`config.mk`:
```
export PLATFORM = sky130hd
export DESIGN_NAME = simon_core_param_flat
export DESIGN_NICKNAME = d
export VERILOG_FILES = /design/src/rtl/simon_pkg.sv /design/src/rtl/simon_core_param_if.sv /design/src/rtl/simon_key_sched.sv /design/src/rtl/simon_core_param.sv /design/src/flat_wrapper.sv
export SDC_FILE = /design/constraint.sdc
export NUM_CORES = 1
export LEC_CHECK = 0
export ABC_AREA = 1
export BUFFER_PORTS_ARGS = -buffer_cell sky130_fd_sc_hd__clkbuf_2
export CAP_MARGIN = 40
export CORE_UTILIZATION = 40
export CTS_CLUSTER_DIAMETER = 150
export DETAILED_ROUTE_END_ITERATION = 12
export PLACE_DENSITY = 0.65
export SKIP_LAST_GASP = 1
export SLEW_MARGIN = 10
export SYNTH_ARGS = -nofsm -noshare
export SYNTH_HDL_FRONTEND = slang
export SYNTH_SLANG_ARGS = --single-unit
```
`constraint.sdc`:
```
create_clock -name i_clk -period 2.15 [get_ports i_clk]
set_input_delay 0.43 -clock i_clk [delete_from_list [all_inputs] [get_ports i_clk]]
set_output_delay 0.43 -clock i_clk [all_outputs]
set_load 0.02 [all_outputs]
```
`src/rtl/simon_pkg.sv`:
```
// Shared types, constants and helpers for the parametrised Simon 2N/MN encryption core.
package simon_pkg;

    typedef enum logic [1:0] {
        ST_IDLE,
        ST_RUN,
        ST_DONE
    } simon_state_e;

    typedef struct packed {
        int n;
        int m;
        int zseq;
        int t;
    } simon_cfg_t;

    // Published Simon design points with word size 16..32: 32/64, 48/72, 48/96, 64/96, 64/128.
    localparam simon_cfg_t STD_CFG [5] = '{
        '{n: 16, m: 4, zseq: 0, t: 32},
        '{n: 24, m: 3, zseq: 0, t: 36},
        '{n: 24, m: 4, zseq: 1, t: 36},
        '{n: 32, m: 3, zseq: 2, t: 42},
        '{n: 32, m: 4, zseq: 3, t: 44}
    };

    localparam int LEGAL_N [3] = '{16, 24, 32};
    localparam int LEGAL_M [3] = '{2, 3, 4};
    localparam int NUM_ZSEQ    = 5;

    function automatic logic [61:0] seqToBits(input logic [61:0] s);
        logic [61:0] r;
        for (int i = 0; i < 62; i++) r[i] = s[61 - i];
        return r;
    endfunction

    // Sequences are written leftmost-first as published; bit i ends up holding element i.
    localparam logic [61:0] Z0 = seqToBits(62'b11111010001001010110000111001101111101000100101011000011100110);
    localparam logic [61:0] Z1 = seqToBits(62'b10001110111110010011000010110101000111011111001001100001011010);
    localparam logic [61:0] Z2 = seqToBits(62'b10101111011100000011010010011000101000010001111110010110110011);
    localparam logic [61:0] Z3 = seqToBits(62'b11011011101011000110010111100000010010001010011100110100001111);
    localparam logic [61:0] Z4 = seqToBits(62'b11010001111001101011011000100000010111000011001010010011101111);

    function automatic logic [61:0] zConst(input int idx);
        logic [61:0] z;
        case (idx)
            0:       z = Z0;
            1:       z = Z1;
            2:       z = Z2;
            3:       z = Z3;
            default: z = Z4;
        endcase
        return z;
    endfunction

    function automatic bit cfgLegal(input int n, input int m, input int zs, input int t);
        bit nOk;
        bit mOk;
        nOk = 1'b0;
        mOk = 1'b0;
        for (int i = 0; i < 3; i++) begin
            if (LEGAL_N[i] == n) nOk = 1'b1;
            if (LEGAL_M[i] == m) mOk = 1'b1;
        end
        return nOk && mOk && (zs >= 0) && (zs < NUM_ZSEQ) && (t >= m);
    endfunction

    // Rotations work on the low w bits of a 32-bit carrier so one helper serves every N.
    function automatic logic [31:0] rol(input logic [31:0] x, input int unsigned s, input int unsigned w);
        logic [31:0] mask;
        logic [31:0] v;
        mask = (w >= 32) ? 32'hFFFF_FFFF : ((32'd1 << w) - 32'd1);
        v    = x & mask;
        return ((v << s) | (v >> (w - s))) & mask;
    endfunction

    function automatic logic [31:0] ror(input logic [31:0] x, input int unsigned s, input int unsigned w);
        return rol(x, w - s, w);
    endfunction

    function automatic logic [31:0] simon_f(input logic [31:0] x, input int unsigned w);
        return (rol(x, 1, w) & rol(x, 8, w)) ^ rol(x, 2, w);
    endfunction

endpackage

```
`src/rtl/simon_core_param_if.sv`:
```
// Block-level valid/ready bus of the Simon core: key, plaintext in, ciphertext out.
interface simon_core_param_if #(
    parameter int N = 16,
    parameter int M = 4
);
    logic [M*N-1:0] i_key;
    logic           i_key_valid;
    logic [2*N-1:0] i_pt;
    logic           i_valid;
    logic           o_ready;
    logic [2*N-1:0] o_ct;
    logic           o_valid;
    logic           i_ready;

    modport slave (
        input  i_key, i_key_valid, i_pt, i_valid, i_ready,
        output o_ready, o_ct, o_valid
    );

    modport master (
        output i_key, i_key_valid, i_pt, i_valid, i_ready,
        input  o_ready, o_ct, o_valid
    );
endinterface

```
`src/rtl/simon_key_sched.sv`:
```
// On-the-fly Simon key schedule: M-word key register, z-sequence selection, optional key cache.
// Defining SIMON_KEY_CACHE_EN adds a master-key cache reloaded by key_valid_i while idle.
module simon_key_sched
    import simon_pkg::*;
#(
    parameter int N    = 16,
    parameter int M    = 4,
    parameter int ZSEQ = 0,
    parameter int RW   = 6
) (
    input  logic           i_clk,
    input  logic           i_rst,
    input  logic           load_i,
    input  logic           step_i,
    input  logic           idle_i,
    input  logic [RW-1:0]  round_i,
    input  logic [M*N-1:0] key_i,
    input  logic           key_valid_i,
    output logic [N-1:0]   k0_o
);
    localparam logic [61:0]  ZBITS   = zConst(ZSEQ);
    localparam logic [N-1:0] C_CONST = {{(N-2){1'b1}}, 2'b00};

    logic [N-1:0]   kreg_q [M];
    logic [N-1:0]   kreg_d [M];
    logic [M*N-1:0] loadKey;
    logic [N-1:0]   tmp;
    logic [N-1:0]   newTop;
    logic [5:0]     zIdx;
    logic           zBit;

`ifdef SIMON_KEY_CACHE_EN
    logic [M*N-1:0] cache_q;
    logic [M*N-1:0] cache_d;

    always_comb begin
        cache_d = cache_q;
        if (idle_i && key_valid_i) cache_d = key_i;
    end

    always_ff @(posedge i_clk) begin
        if (i_rst) cache_q <= '0;
        else       cache_q <= cache_d;
    end

    // A key strobed together with the block bypasses the cache so it takes effect immediately.
    assign loadKey = key_valid_i ? key_i : cache_q;
`else
    logic unusedCacheCtl;
    assign unusedCacheCtl = idle_i ^ key_valid_i;
    assign loadKey        = key_i;
`endif

    assign zIdx = 6'(32'(round_i) % 32'd62);
    assign zBit = ZBITS[zIdx];

    always_comb begin
        tmp = N'(ror(32'(kreg_q[M-1]), 3, N));
        if (M == 4) tmp = tmp ^ kreg_q[1];
        newTop = C_CONST ^ N'(zBit) ^ kreg_q[0] ^ tmp ^ N'(ror(32'(tmp), 1, N));
        for (int j = 0; j < M; j++) kreg_d[j] = kreg_q[j];
        if (load_i) begin
            for (int j = 0; j < M; j++) kreg_d[j] = loadKey[j*N +: N];
        end else if (step_i) begin
            for (int j = 0; j < M - 1; j++) kreg_d[j] = kreg_q[j+1];
            kreg_d[M-1] = newTop;
        end
    end

    always_ff @(posedge i_clk) begin
        if (i_rst) kreg_q <= '{default: '0};
        else       kreg_q <= kreg_d;
    end

    assign k0_o = kreg_q[0];

endmodule

```
`src/rtl/simon_core_param.sv`:
```
// Parametrised Simon 2N/MN encryption core: one round per clock, key schedule generated alongside.
// Optional master-key cache (inside simon_key_sched) is enabled by defining SIMON_KEY_CACHE_EN.
module simon_core_param
    import simon_pkg::*;
#(
    parameter int N    = 16,
    parameter int M    = 4,
    parameter int T    = 32,
    parameter int ZSEQ = 0
) (
    input logic               i_clk,
    input logic               i_rst,
    simon_core_param_if.slave bus
);
    localparam int            RW         = $clog2(T + 1);
    localparam logic [RW-1:0] LAST_ROUND = RW'(T - 1);

    generate
        if (!cfgLegal(N, M, ZSEQ, T)) begin : g_cfg_error
            $error("simon_core_param: unsupported N=%0d M=%0d ZSEQ=%0d T=%0d", N, M, ZSEQ, T);
        end
    endgenerate

    simon_state_e  state_q;
    simon_state_e  state_d;
    logic [N-1:0]  x_q;
    logic [N-1:0]  x_d;
    logic [N-1:0]  y_q;
    logic [N-1:0]  y_d;
    logic [RW-1:0] round_q;
    logic [RW-1:0] round_d;
    logic [N-1:0]  roundKey;
    logic          accept;
    logic          stepRound;

    assign accept    = (state_q == ST_IDLE) && bus.i_valid;
    assign stepRound = (state_q == ST_RUN);

    always_ff @(posedge i_clk) begin
        if (i_rst) state_q <= ST_IDLE;
        else       state_q <= state_d;
    end

    always_comb begin
        state_d = state_q;
        unique case (state_q)
            ST_IDLE: if (bus.i_valid) state_d = ST_RUN;
            ST_RUN:  if (round_q == LAST_ROUND) state_d = ST_DONE;
            ST_DONE: if (bus.i_ready) state_d = ST_IDLE;
            default: state_d = ST_IDLE;
        endcase
    end

    // Data words only move on acceptance or a round, so o_ct stays frozen through DONE and IDLE.
    always_comb begin
        x_d     = x_q;
        y_d     = y_q;
        round_d = round_q;
        if (accept) begin
            x_d     = bus.i_pt[2*N-1:N];
            y_d     = bus.i_pt[N-1:0];
            round_d = '0;
        end else if (stepRound) begin
            x_d     = y_q ^ N'(simon_f(32'(x_q), N)) ^ roundKey;
            y_d     = x_q;
            round_d = round_q + RW'(1);
        end
    end

    always_ff @(posedge i_clk) begin
        if (i_rst) begin
            x_q     <= '0;
            y_q     <= '0;
            round_q <= '0;
        end else begin
            x_q     <= x_d;
            y_q     <= y_d;
            round_q <= round_d;
        end
    end

    simon_key_sched #(
        .N    (N),
        .M    (M),
        .ZSEQ (ZSEQ),
        .RW   (RW)
    ) u_key_sched (
        .i_clk       (i_clk),
        .i_rst       (i_rst),
        .load_i      (accept),
        .step_i      (stepRound),
        .idle_i      (state_q == ST_IDLE),
        .round_i     (round_q),
        .key_i       (bus.i_key),
        .key_valid_i (bus.i_key_valid),
        .k0_o        (roundKey)
    );

    assign bus.o_ready = (state_q == ST_IDLE);
    assign bus.o_valid = (state_q == ST_DONE);
    assign bus.o_ct    = {x_q, y_q};

endmodule

```
`src/flat_wrapper.sv`:
```
// flat-port wrapper written by rule: the top's interface ports become plain ports
module simon_core_param_flat import simon_pkg::*;
#(
    parameter int N    = 16,
    parameter int M    = 4,
    parameter int T    = 32,
    parameter int ZSEQ = 0
)
  (i_clk, i_rst, bus_i_key, bus_i_key_valid, bus_i_pt, bus_i_valid, bus_i_ready, bus_o_ready, bus_o_ct, bus_o_valid);
  simon_core_param_if #(.N(N), .M(M)) bus_i ();
  input logic i_clk;
  input logic i_rst;
  input wire logic [$bits(bus_i.i_key)-1:0] bus_i_key;
  input wire logic [$bits(bus_i.i_key_valid)-1:0] bus_i_key_valid;
  input wire logic [$bits(bus_i.i_pt)-1:0] bus_i_pt;
  input wire logic [$bits(bus_i.i_valid)-1:0] bus_i_valid;
  input wire logic [$bits(bus_i.i_ready)-1:0] bus_i_ready;
  output wire logic [$bits(bus_i.o_ready)-1:0] bus_o_ready;
  output wire logic [$bits(bus_i.o_ct)-1:0] bus_o_ct;
  output wire logic [$bits(bus_i.o_valid)-1:0] bus_o_valid;
  assign bus_i.i_key = bus_i_key;
  assign bus_i.i_key_valid = bus_i_key_valid;
  assign bus_i.i_pt = bus_i_pt;
  assign bus_i.i_valid = bus_i_valid;
  assign bus_i.i_ready = bus_i_ready;
  assign bus_o_ready = bus_i.o_ready;
  assign bus_o_ct = bus_i.o_ct;
  assign bus_o_valid = bus_i.o_valid;
  simon_core_param #(.N(N), .M(M), .T(T), .ZSEQ(ZSEQ)) u_core (.i_clk(i_clk), .i_rst(i_rst), .bus(bus_i));
endmodule
```
==> results of run 1 <==
[power breakdown]
| group | switching, mW | total [mW] | internal [mW] |
|---|---|---|---|
| clock network | 0.726 | 1.78 | 1.06 |
| registers | 0.314 | 2.48 | 2.17 |
| logic | 0.979 | 1.70 | 0.718 |
[cell families (layout without fill, tap and decap cells)]
kind of cell / count (synthesis) / after routing / synth area share (%)
AND/OR/NAND/NOR: 319 / 319 / 23.5
AO/OA/AOI/OAI: 153 / 153 / 16.6
XOR/XNOR: 97 / 97 / 15.5
adder cells (fa/ha/maj): 6 / 6 / 1.37
buffers and inverters: 65 / 183 / 4.91
flip-flops: 104 / 104 / 38.0
[per-stage QoR]
stage	utilization (%)	hold WS, ns	total power [mW]	setup slack (ns)
after detailed placement	47.5	0.469	4.21	-0.0119
after floorplan	-	0.454	3.68	0.0179
after global placement	47.5	0.465	4.19	0.0505
after CTS	49.9	0.325	5.99	0.00692
final	50.3	0.334	5.96	0.0551
after global routing	50.3	0.333	6.30	-0.0565
[metal layers]
metal	vias up	GRT usage, %	wire [um]
li1	2673	-	-
met1	2413	30.1	7210
met2	189	37.4	7360
met3	18	3.40	869
met4	0	5.30	256
met5	-	0	0
[final timing paths]
kind | endpoint | slack [ns]
worst max-delay path | u_core.u_key_sched.kreg_q[0]$_SDFFE_PP0P_ | 0.06
worst min-delay path | u_core.u_key_sched.kreg_q[21]$_SDFFE_PP0P_ | 0.33
worst max register to register | u_core.u_key_sched.kreg_q[0]$_SDFFE_PP0P_ | 0.06
worst min register to register | u_core.u_key_sched.kreg_q[17]$_SDFFE_PP0P_ | 0.48
[cells in the mapped netlist, drive strengths merged]
cell type  number
clkbuf         27
a31oi          77
nand3b          1
inv            19
nor2           14
xor2           54
o21ai          36
nand3          12
xnor2          43
o21bai         15
o211ai          3
dfxtp         104
or2             1
a21oi          22
nor3            4
buf            19
nand2         286
nand4           1
ha              6
[final cells by class]
class	count	area (um2)	share of cell area [%]
Tap cell	176	220	3.30
Timing Repair Buffer	148	816	12.2
Multi-Input combinational cell	575	3170	47.4
Clock buffer	12	246	3.69
Sequential cell	104	2080	31.2
Clock inverter	4	76.3	1.14
Inverter	19	71.3	1.07
[flip-flops by register name (all words and copies together) (netlist names)]
name and count:
u_core.round_q 6, u_core.state_q 2, u_core.u_key_sched.k0_o 16, u_core.u_key_sched.kreg_q 48, u_core.x_q 16, u_core.y_q 16
[critical path: stages (launching register included)]
cell	delay, ns
dfxtp_2	0.34
inv_2	0.04
ha_2	0.16
or2_4	0.23
nand2_2	0.07
nand2_2	0.05
nand2_2	0.09
inv_2	0.06
ha_4	0.26
inv_2	0.04
nand2_2	0.07
nand3_2	0.08
nand2_1	0.07
nand2_1	0.05
nand3_2	0.06
nand2_1	0.05
nand2_1	0.05
nand3_1	0.06
nand2_1	0.09
a21oi_2	0.06
[repair_timing]
item | in CTS | in global routing
pin swaps | 1 | 8
gates resized for setup | 3 | 10
setup buffers | 0 | 1
endpoints found under the setup margin | 1 | 1
endpoints found under the hold margin | 0 | 0
==> reports/metrics.csv, run 1 <==
stage;metric;value;unit
status;status;completed;
cells_and_area;post-route non-filler standard cell count;1038;
clock_tree;H-Tree Level Count;3;
synthesis;Yosys warning count;0;
global_route;initial antenna violation count;0;
synthesis;top cell type's share of synthesized area;38.0;%
sta;final hold vios;0;
sta;RSZ-0062 raised after global routing;true;
synthesis;post-synthesis sequential area ratio;38.0;%
drt;aggregate routed wire length;15.7;mm
drt;DRC;0;
worst_setup_path;Worst Setup SP;u_core.round_q[0]$_SDFFE_PP0P_;
min_path;critical hold path startpoint;bus_i_key[37];
global_route;largest net degree at the start of global routing;94;
cells_and_area;nets@finish;964;
min_path;Hold Path Depth;3;
power_and_ir_drop;worst vdd ir;0.000474;V
cells_and_area;commonest non-fill, non-tap cell in the layout;nand2_1;
run;maxcap violations;0;
clock_tree;Inserted Clock Buffers;9;
die;core area;13300;um2
sta;Tmin final;2.09;ns
clock_tree;Clock Path Buffers;2;
clock_tree;Clk Latency, worst-skew pair;0.34;ns
sta;slew at the pin closest to its max-slew limit;0.439;ns
placement;hpwl dp;10.9;mm
worst_setup_path;r2r startpoint;u_core.round_q[0]$_SDFFE_PP0P_;
global_route;Total GRT Usage;22.4;%
cells_and_area;number of fill cells;1365;
clock_tree;Root Driver;clkbuf_16;
placement;GP Congestion;0.818;
synthesis;synthesized flop and latch total;104;
synthesis;Cell variety after synth;30;
synthesis;syn_nets;851;
min_path;HP Class;in -> reg;
sta;Slew Viols, Final;0;
clock_tree;register clock-pin slew on the reported worst setup and hold paths;0.07;ns
placement;dpl cells;1021;
synthesis;Synth Area per Inst;7.36;um2
die;IO Pins;135;
global_route;first-pass GRT wire length;25.1;mm
power_and_ir_drop;leak pwr;2.78;nW
cells_and_area;synth-to-layout area growth;22.1;%
drt;DRT iter0 DRCs;302;
worst_setup_path;Setup CP Type;reg -> reg;
clock_tree;CTS Sinks;104;
die;Die Wd;119;um
sta;Worst slew margin;70.7;%
drt;vias post-DR;5293;
worst_setup_path;CP Max Fanout;3;
drt;WL/cell;15.1;um
synthesis;Gate Count Post-Synth;744;
power_and_ir_drop;PD cells;892;nW/um2
sta;setup tns final;0;ns
synthesis;cell taking the most area after synthesis;dfxtp_1;
worst_setup_path;startpoint types;flop;
worst_setup_path;Crit path required time;2.37;ns
synthesis;synthesized cell area;5470;um2
die;Initial Util;41.2;%
drt;drt first pass iters;5;
worst_setup_path;path depth of the worst reg2reg path;19;
clock_tree;TritonCTS clock tree;yes;
clock_tree;hold buffer count at CTS;0;
cells_and_area;most frequent cells in the layout;276 x nand2_1, 133 x clkbuf_2, 103 x dfxtp_1;
cells_and_area;fin area;6680;um2
die;std cell rows;42;
sta;fin crit share;97.4;%
die;Die Area;14200;um2
global_route;vias in the first global route;4999;
placement;PortBufs;133;
synthesis;top area cells in the synthesized netlist;dfxtp_1 38%, nand2_1 19%, a31oi_1 8.8%;
drt;number of nets with antenna violations after routing;0;
worst_setup_path;CP Data Arrival Time;2.31;ns
placement;placed instance area;6310;um2
cells_and_area;layout cells sized above 1;22.3;%
sta;Final Setup Violations;0;
cells_and_area;ANT cells;0;
worst_setup_path;Worst setup EP type;flop;
global_route;grt ovf;0;
sta;Max Clk Rate;477;MHz
drt;vias per cell;5.10;
die;Die Y;119;um
sta;clock skew;0.00529;ns
(Power assumes the default switching activity.)
==> inputs of run 2 (changes only) <==
--- a/config.mk
+++ b/config.mk
@@ -5,7 +5,6 @@
 export SDC_FILE = /design/constraint.sdc
 export NUM_CORES = 1
 export LEC_CHECK = 0
-export ABC_AREA = 1
 export BUFFER_PORTS_ARGS = -buffer_cell sky130_fd_sc_hd__clkbuf_2
 export CAP_MARGIN = 40
 export CORE_UTILIZATION = 40
==> run 2 against run 1 <==
Effect of this change: area after synthesis decreased by 0.32%; cell count decreased by 8.0%; die area decreased by 0.31%; wire length decreased by 0.59%; the run now ends with negative setup slack left; power decreased by 2.8%; largest power group unchanged; hold slack got worse by 0.038 ns; global-route usage decreased by 0.29 points.
==> reports/metrics.csv, run 2 <==
stage;metric;value;unit;change
cells_and_area;ANT cells;0;;unchanged
synthesis;top cell type's share of synthesized area;38.2;%;+0.12 points
global_route;first-pass GRT wire length;24.4;mm;-2.8%
synthesis;post-synthesis sequential area ratio;38.2;%;+0.12 points
placement;PortBufs;133;;unchanged
worst_setup_path;Worst Setup SP;u_core.round_q[0]$_SDFFE_PP0P_;;
sta;clock skew;0.00790;ns;+0.00261 ns
die;IO Pins;135;;unchanged
clock_tree;Root Driver;clkbuf_16;;
status;status;finished with violations;;
clock_tree;register clock-pin slew on the reported worst setup and hold paths;0.07;ns;about the same
synthesis;commonest cells in the netlist;104 x dfxtp_1, 102 x nand2_1, 100 x a21oi_1;;
placement;pre-CTS WS;-0.402;ns;-0.390 ns
sta;Worst slew margin;61.7;%;-9.0 points
worst_setup_path;path depth of the worst reg2reg path;12;;-7
clock_tree;CTS Sinks;104;;unchanged
cells_and_area;Largest register FFs;48;;unchanged
synthesis;synthesized flop and latch total;104;;unchanged
clock_tree;hold buffer count at CTS;0;;unchanged
drt;WL/cell;16.3;um;+8.0%
die;core area;13300;um2;unchanged
synthesis;Async SR Flop Fraction;0;%;unchanged
drt;number of nets with antenna violations after routing;0;;unchanged
placement;GP Congestion;0.805;;-1.6%
power_and_ir_drop;PD cells;865;nW/um2;-3.1%
die;Die Area;14100;um2;-0.31%
sta;RSZ-0062 raised after global routing;true;;
status;failing checks;negative setup slack;;
sta;setup tns final;-0.462;ns;-0.462 ns
sta;Hold WS;0.296;ns;-0.0379 ns
drt;DRC;0;;unchanged
global_route;grt ovf;0;;unchanged
drt;drt first pass iters;5;;unchanged
worst_setup_path;r2r startpoint;u_core.round_q[0]$_SDFFE_PP0P_;;
worst_setup_path;Worst setup EP type;flop;;
synthesis;syn_nets;762;;-10%
synthesis;Yosys warning count;0;;unchanged
worst_setup_path;RR Endpoint;u_core.u_key_sched.kreg_q[0]$_SDFFE_PP0P_;;
drt;aggregate routed wire length;15.6;mm;-0.59%
sta;slew at the pin closest to its max-slew limit;0.574;ns;+0.135 ns
global_route;Total GRT Usage;22.1;%;-0.29 points
synthesis;Cell variety after synth;48;;+60%
run;maxcap violations;0;;unchanged
placement;hpwl dp;11.0;mm;+0.97%
power_and_ir_drop;worst vdd ir;0.000450;V;-5.0%
sta;Slew Viols, Final;0;;unchanged
power_and_ir_drop;Pwr Total;5.80;mW;-2.8%
synthesis;synthesized cell area;5460;um2;-0.32%
cells_and_area;most frequent cells in the layout;132 x clkbuf_2, 102 x nand2_1, 102 x dfxtp_1;;
sta;final setup margin;-0.462;ns;-0.517 ns
min_path;HP Class;in -> reg;;
clock_tree;H-Tree Level Count;3;;unchanged
cells_and_area;nets@finish;881;;-8.6%
die;Die Wd;119;um;-0.16%
sta;Tmin final;2.61;ns;+0.517 ns
worst_setup_path;CP Max Fanout;3;;unchanged
worst_setup_path;Setup CP Type;reg -> reg;;
synthesis;top area cells in the synthesized netlist;dfxtp_1 38%, a22oi_1 11%, xnor2_1 10%;;
clock_tree;Clk Latency, worst-skew pair;0.36;ns;+0.02 ns
cells_and_area;Top reg by flops;u_core.u_key_sched.kreg_q;;
synthesis;Main synth FF type;dfxtp_1;;
die;Initial Util;41.0;%;-0.13 points
cells_and_area;commonest non-fill, non-tap cell in the layout;clkbuf_2;;
die;Die Y;119;um;-0.16%
synthesis;number of flops mapped to enable cells by yosys;0;;unchanged
global_route;largest net degree at the start of global routing;105;;+12%
synthesis;Gate Count Post-Synth;655;;-12%
worst_setup_path;Worst R2R Setup Slack;-0.46;ns;-0.52 ns
synthesis;most frequent cell after synthesis;dfxtp_1;;
sta;Final Setup Violations;1;;+1
clock_tree;Clock Path Buffers;2;;unchanged
sta;Max Clk Rate;383;MHz;-20%
drt;vias post-DR;5109;;-3.5%
drt;DRT iter0 DRCs;422;;+40%
sta;fin crit share;121;%;+24 points
synthesis;cell taking the most area after synthesis;dfxtp_1;;
clock_tree;Inserted Clock Buffers;9;;unchanged
global_route;initial antenna violation count;0;;unchanged
worst_setup_path;Crit path required time;2.39;ns;+0.02 ns
worst_setup_path;startpoint types;flop;;
cells_and_area;layout cells sized above 1;24.5;%;+2.2 points
power_and_ir_drop;leak pwr;2.67;nW;-4.2%
synthesis;Synth Area per Inst;8.33;um2;+13%
cells_and_area;synth-to-layout area growth;22.8;%;
sta;final hold vios;0;;unchanged
clock_tree;TritonCTS clock tree;yes;;
worst_setup_path;CP Data Arrival Time;2.85;ns;+0.54 ns
die;std cell rows;42;;unchanged
drt;vias per cell;5.35;;+4.9%
global_route;vias in the first global route;4647;;-7.0%
worst_setup_path;crit path to;u_core.u_key_sched.kreg_q[0]$_SDFFE_PP0P_;;
run 2: cell types whose count changed after synthesis, sizes merged, moves of 22 or more:
cell,change
nor2,+27
a31oi,-75
a21oi,+78
xor2,-23
nand2,-184
a22oi,+79
o21ai,-30
xnor2,+22
run 2: power by group:
group	switching (mW)	total, mW	internal, mW
clock network	0.751	1.57	0.824
logic	0.968	1.79	0.821
registers	0.286	2.43	2.15
run 2: worst min path at each step:
| stage | from | end | slack (ns) | cells past startpoint |
|---|---|---|---|---|
| CTS | bus_i_key[59] | u_core.u_key_sched.kreg_q[11]$_SDFFE_PP0P_ | 0.28 | 3 |
| global placement | u_core.u_key_sched.kreg_q[30]$_SDFFE_PP0P_ | u_core.u_key_sched.kreg_q[30]$_SDFFE_PP0P_ | 0.44 | 2 |
| floorplan | u_core.u_key_sched.kreg_q[16]$_SDFFE_PP0P_ | u_core.u_key_sched.kreg_q[16]$_SDFFE_PP0P_ | 0.44 | 2 |
| global route | bus_i_key[61] | u_core.u_key_sched.kreg_q[13]$_SDFFE_PP0P_ | 0.29 | 3 |
| detailed placement | u_core.u_key_sched.kreg_q[29]$_SDFFE_PP0P_ | u_core.u_key_sched.kreg_q[29]$_SDFFE_PP0P_ | 0.45 | 2 |
| finish | bus_i_key[59] | u_core.u_key_sched.kreg_q[11]$_SDFFE_PP0P_ | 0.30 | 3 |
run 2: critical path: stages (launching register included):
cell and delay, ns:
dfxtp_4 0.36, inv_4 0.04, ha_4 0.15, and2b_1 0.14
mux2i_1 0.19, inv_1 0.12, ha_4 0.26, nor2b_4 0.12
a41oi_2 0.14, o211ai_1 0.15, a21o_1 0.22, a41o_1 0.20
or3_1 0.38
run 2: per-stage QoR:
| stage | utilization [%] | area, um2 | cells |
|---|---|---|---|
| 2_1_floorplan | - | 5470 | 655 |
| 3_3_place_gp | 47.8 | 6350 | 935 |
| 3_5_place_dp | 47.8 | 6350 | 935 |
| 4_1_cts | 49.9 | 6630 | 952 |
| 5_1_grt | 50.4 | 6700 | 955 |
| 6_report | 50.4 | 6700 | 955 |
run 2: cell families (layout without fill, tap and decap cells):
logic type,Yosys count,count (layout),synth area share (%)
compound gates,224,224,26.4
simple gates,168,168,13.4
flops,104,104,38.2
xor+xnor,97,97,16.0
buf+inv,54,178,4.36
fa+ha+maj,6,6,1.38
mux,2,2,0.367
run 2: what timing repair did:
action | in CTS | in global routing
resized for setup | 0 | 8
pin swaps | 1 | 7
endpoints found under the setup margin | 1 | 1
setup buffers | 1 | 3
run 2: per-layer routing:
layer	GRT usage (%)	routed length (um)	up-vias
met4	5.78	219	0
met1	29.7	7130	2377
met3	5.36	882	19
li1	-	-	2535
met5	0	0	-
met2	35.2	7370	178
run 2: cell type report:
| type | count | area (um2) |
|---|---|---|
| Clock inverter | 4 | 27.5 |
| Clock buffer | 12 | 246 |
| Fill cell | 1286 | 6600 |
| Tap cell | 176 | 220 |
| Multi-Input combinational cell | 497 | 3210 |
| Sequential cell | 104 | 2090 |
| Timing Repair Buffer | 158 | 893 |
| Inverter | 4 | 17.5 |
